File: src/rtl/btn_count_ctrl.sv
// btn_count_ctrl
// Push-button sequencer for the board's up-counter. Three raw buttons are
// synchronized and debounced on the system clock; accepted presses drive
// one-cycle increment / clear strobes toward an external counter whose value
// is fed back on Count so wrap-around can be decided here.
//
// Ports
//    Clk       system clock
//    Reset     synchronous, active-high
//    Btn_Step  raw button: one step per press (ignored while running)
//    Btn_Run   raw button: each press toggles run/stop
//    Btn_Clr   raw button: clears the counter (and stops a run)
//    Count     current counter value, fed back
//    Cnt_En    one-cycle increment strobe
//    Cnt_Clr   one-cycle clear strobe
//    Running   high while in RUN
//    Wrap      one-cycle pulse when a step wraps the counter to 0
//
// Build option: define AUTO_STOP_EN to end a run on its first wrap (a single
// 0..MOD_N-1 sweep). Without it a run free-runs until a Run or Clr press.
//
// state | meaning
// IDLE  | waiting for presses; Step advances by one
// RUN   | prescaler issues a step every TICK_DIV cycles
module btn_count_ctrl #(
   parameter int CNT_W      = 4,
   parameter int MOD_N      = 10,
   parameter int DEB_CYCLES = 4,
   parameter int TICK_DIV   = 4
) (
   input  logic             Clk,
   input  logic             Reset,
   input  logic             Btn_Step,
   input  logic             Btn_Run,
   input  logic             Btn_Clr,
   input  logic [CNT_W-1:0] Count,
   output logic             Cnt_En,
   output logic             Cnt_Clr,
   output logic             Running,
   output logic             Wrap
);

   localparam int DEB_W = (DEB_CYCLES > 1) ? $clog2(DEB_CYCLES) : 1;
   localparam int PRE_W = $clog2(TICK_DIV);
   localparam logic [DEB_W-1:0] DEB_LAST = DEB_W'(DEB_CYCLES - 1);
   localparam logic [PRE_W-1:0] PRE_LAST = PRE_W'(TICK_DIV - 1);
   localparam logic [CNT_W-1:0] CNT_LAST = CNT_W'(MOD_N - 1);

   typedef enum logic {IDLE, RUN} state_t;

   // bit 0 = step, bit 1 = run, bit 2 = clear
   logic [2:0]       raw;
   logic [2:0]       sync1;
   logic [2:0]       sync2;
   logic [1:0]       settle;
   logic [2:0]       deb_lvl;
   logic [DEB_W-1:0] deb_cnt [3];
   logic [2:0]       press;
   logic [2:0]       armed;

   state_t           state;
   logic [PRE_W-1:0] presc;
   logic             at_last;

   assign raw     = {Btn_Clr, Btn_Run, Btn_Step};
   assign at_last = (Count >= CNT_LAST);

   // settle[1] marks the point where the synchronizer again carries real
   // button samples instead of its cleared reset contents.
   always_ff @(posedge Clk) begin
      if (Reset) begin
         sync1  <= '0;
         sync2  <= '0;
         settle <= '0;
      end else begin
         sync1  <= raw;
         sync2  <= sync1;
         settle <= {settle[0], 1'b1};
      end
   end

   // A button only produces presses once it has been seen released after
   // reset, so a button held through reset needs a fresh press.
   always_ff @(posedge Clk) begin
      if (Reset) begin
         deb_lvl <= '0;
         press   <= '0;
         armed   <= '0;
         for (int i = 0; i < 3; i++) deb_cnt[i] <= '0;
      end else begin
         press <= '0;
         for (int i = 0; i < 3; i++) begin
            if (sync2[i] == deb_lvl[i]) begin
               deb_cnt[i] <= '0;
            end else if (deb_cnt[i] != DEB_LAST) begin
               deb_cnt[i] <= deb_cnt[i] + DEB_W'(1);
            end else begin
               deb_lvl[i] <= sync2[i];
               deb_cnt[i] <= '0;
               press[i]   <= sync2[i] & armed[i];
            end
            if (settle[1] && !sync2[i] && !deb_lvl[i]) armed[i] <= 1'b1;
         end
      end
   end

   // Press priority is Clr > Run > Step; a press in RUN also swallows the
   // prescaler tick of that cycle.
   always_ff @(posedge Clk) begin
      if (Reset) begin
         state   <= IDLE;
         presc   <= '0;
         Cnt_En  <= 1'b0;
         Cnt_Clr <= 1'b0;
         Wrap    <= 1'b0;
         Running <= 1'b0;
      end else begin
         Cnt_En  <= 1'b0;
         Cnt_Clr <= 1'b0;
         Wrap    <= 1'b0;
         case (state)
            IDLE: begin
               if (press[2]) begin
                  Cnt_Clr <= 1'b1;
               end else if (press[1]) begin
                  state   <= RUN;
                  Running <= 1'b1;
                  presc   <= '0;
               end else if (press[0]) begin
                  if (at_last) begin
                     Cnt_Clr <= 1'b1;
                     Wrap    <= 1'b1;
                  end else begin
                     Cnt_En  <= 1'b1;
                  end
               end
            end
            RUN: begin
               if (press[2]) begin
                  Cnt_Clr <= 1'b1;
                  state   <= IDLE;
                  Running <= 1'b0;
               end else if (press[1]) begin
                  state   <= IDLE;
                  Running <= 1'b0;
               end else if (presc == PRE_LAST) begin
                  presc <= '0;
                  if (at_last) begin
                     Cnt_Clr <= 1'b1;
                     Wrap    <= 1'b1;
`ifdef AUTO_STOP_EN
                     state   <= IDLE;
                     Running <= 1'b0;
`endif
                  end else begin
                     Cnt_En  <= 1'b1;
                  end
               end else begin
                  presc <= presc + PRE_W'(1);
               end
            end
            default: begin
               state   <= IDLE;
               Running <= 1'b0;
            end
         endcase
      end
   end

endmodule

File: config.mk
export PLATFORM = sky130hd
export DESIGN_NAME = btn_count_ctrl
export DESIGN_NICKNAME = d
export VERILOG_FILES = /design/src/rtl/btn_count_ctrl.sv
export SDC_FILE = /design/constraint.sdc
export NUM_CORES = 1
export LEC_CHECK = 0
export ABC_AREA = 1
export CORE_MARGIN = 4
export CORE_UTILIZATION = 50
export CTS_BUF_LIST = sky130_fd_sc_hd__clkbuf_4
export CTS_CLUSTER_DIAMETER = 50
export CTS_CLUSTER_SIZE = 40
export DETAILED_ROUTE_END_ITERATION = 16
export GPL_TIMING_DRIVEN = 0
export PLACE_DENSITY = 0.75
export SYNTH_ARGS = -nofsm -noshare
export SYNTH_HDL_FRONTEND = slang
export SYNTH_SLANG_ARGS = --single-unit
File: constraint.sdc
create_clock -name Clk -period 1.01 [get_ports Clk]
set_input_delay 0.202 -clock Clk [delete_from_list [all_inputs] [get_ports Clk]]
set_output_delay 0.202 -clock Clk [all_outputs]
set_load 0.02 [all_outputs]
==> results by group <==
Logic synthesis
  – XOR/XNOR Fraction of Synth Area: 0
  – Post-synth top area share: 0.416
  – Post-Synthesis Cells: 134
  – Post-Syn Area: approximately 1200 sq um
  – EDFF count, synth: 6
  – Sequential element share of the synthesized area: 0.571
  – Combinational family with the most area after synthesis: simple AND/OR/NAND/NOR gates
  – Mux share of post-synthesis cell area: 0
  – Most common cell in the synthesized netlist: nor2_1
  – Yosys warns: 0
  – Cell taking the most area after synthesis: dfxtp_1
  – Simple-gate area share of the yosys netlist: 0.214
  – Synth Area in Compound Gates: 0.0714
  – Top cells by count, synth: 29 x nor2_1, 24 x dfxtp_1, 23 x inv_1
  – Syn avg cell area: between 8 and 9 sq um
  – Synth Area in Adders: 0.0433
  – Async SR Flop Fraction: 0
  – FF+latch count, synth: 30
  – Top FF cell, synth: dfxtp_1
  – Netlist cell types: 22
  – Top cells by area, synth: dfxtp_1 42%, edfxtp_1 16%, nor2_1 9.4%

Floorplan
  – Starting Density: 0.523
  – Die width: about 56 um
  – Full die area: around 3100 sq um
  – Die outline height: 56.1 um
  – I/O Pins: 13
  – CORE AREA: around 2200 sq um
  – FP Rows: 17

Global routing
  – Number of global-route vias before repair: 806
  – Grt total ovfl: 0
  – Global-route wire length before repair: between 3000 and 4000 um
  – Largest net degree at the start of global routing: 11
  – Initial antenna violation count: 0
  – GRT Util Overall: 0.131

Routing
  – DRT iter0 DRCs: 24
  – Routed vias: about 880
  – Routed WL: 1940 um
  – Drt via density: between 4 and 5
  – Number of remaining DRC errors: 0
  – ANT nets after route: 0
  – Drt wl/cell: 10.2 um
  – Drt pass-1 iters: 4

Cells and area
  – Area growth syn-to-layout: 27.3%
  – Share of cells above drive strength 1: 0.278
  – NumNets Final: between 150 and 200
  – N_diodes: 0

CTS
  – Deepest clock path buffer count: 2
  – Clock-pin slew on the worst setup and hold paths: 90 ps
  – Clk_lat worst skew: between 300 and 400 ps
  – CTS tree: built
  – Cts bufs inserted: 5
  – H-tree levels: 2
  – Root Driver: clkbuf_4
  – Hold Buf Count CTS: 0
  – # clock sinks: 30

Timing
  – Pins Over Slew Limit: 0
  – Worst Skew: just over 9 ps
  – Minimum clock period: about 1000 ps
  – Final Cycle Share: 0.994
  – Setup violations, final: 0
  – Final hold violation count: 0
  – Final hold slack: approximately 94 ps
  – Final setup margin: about 6.5 ps
  – Fmax: about 1000 MHz
  – RSZ-0062 raised after global routing: yes

Flow run
  – Maximum capacitance violations: 0

Setup path
  – Reg2Reg Launch Point: deb_cnt[1][0]
  – CP Launch Type: flop
  – Crit path required time: around 1200 ps
  – CP max FO: 2
  – Arrival time worst endpoint: ~1200 ps
  – Setup CP Type: flop to flop
  – Worst Setup SP: deb_cnt[1][0]
  – Crit end category: flop

Placed design
  – DP Worst Slack: -240 ps
  – GPL Wtd Cong: 0.714
  – IO Port Bufs: 11
  – Post-detail-place hpwl: ~1300 um

Power and ir drop
  – PwrDens: 1420 nW/um^2
  – Max rail drop VDD: between 1 and 1.5 mV
  – Leakage power: 0.000622 uW

Hold path
  – Hold_sp: Reset
  – Path type of the worst min-delay path: primary input to flop

Run status
  – Outcome: completed
## layout make-up
type | count | area [sq um]
clock buffers | 6 | 45.0
multi-input cells | 83 | 463
repair buffers | 15 | 141
flip-flops and latches | 30 | 667
plain buffers | 2 | 16.3
fillers | 179 | 741
clock inverters | 2 | 8.76
well taps | 28 | 35.0
inverters | 24 | 95.1
## per-stage QoR
stage          std cells   util  setup TNS (ps)  area (sq um)  total power (uW)
3_3_place_gp         178  0.597            -696          1320              1420
5_1_grt              190  0.665            -218          1470              2200
2_1_floorplan        139      -               0          1170              1380
6_report             190  0.665               0          1470              2090
3_5_place_dp         178  0.597            -995          1320              1430
4_1_cts              189  0.628               0          1390              2090
## placed cells by master (no fill, tap or decap), drive strengths merged
master         Yosys  routed
a21oi              8       8
clkinv             1       3
nor3               1       1
nor2              30      30
o21ai              5       5
dfxtp             24      24
nor3b              1       1
o211a              1       1
nand3              5       5
buf                2      10
edfxtp             6       6
nand2             21      21
clkbuf             0       6
conb               1       6
inv               23      23
nor4               1       1
ha                 4       4
clkdlybuf4s50      0       7
## worst paths after layout
| check | endpoint | slack, ps | cells past startpoint |
|---|---|---|---|
| worst max-delay path | deb_cnt[1][1] | 6 | 4 |
| worst min-delay path | Cnt_Clr | 90 | 2 |
| worst max register to register | deb_cnt[1][1] | 6 | 4 |
| worst min register to register | sync2[1] | 410 | 2 |
## repair_timing
action,CTS,global route
pin swaps,3,4
gates resized for setup,22,24
setup buffers,3,1
endpoints found under the setup margin,9,16
## critical path, cell delays in order (launching register included)
cell and delay [ps]:
edfxtp_1 410, ha_2 200, inv_2 60, nand3_2 90, nor2_2 110
## power breakdown
group	internal [uW]	switching [uW]
sequential	1260	19.0
combinational	71.2	77.0
clock	288	373
## metal layers
metal | vias to the layer above | track usage | wire [um]
met5 | - | 0 | 0
met3 | 9 | 0.0650 | 126
met2 | 20 | 0.219 | 940
met4 | 0 | 0.0644 | 54
met1 | 393 | 0.135 | 819
li1 | 461 | - | -
## registers in the layout (all words and copies together) (netlist names)
name,flops
Cnt_Clr,1
Cnt_En,1
Running,1
Wrap,1
armed,3
deb_cnt,6
deb_lvl,3
presc,2
press,3
settle,2
state,1
sync1,3
sync2,3
## cell families after synthesis
logic type / after synthesis
DFF: 30
and+or+nand+nor: 59
buffers and inverters: 26
other: 1
AOI/OAI and AO/OA: 14
adders and majority gates: 4
(Power assumes the default switching activity.)
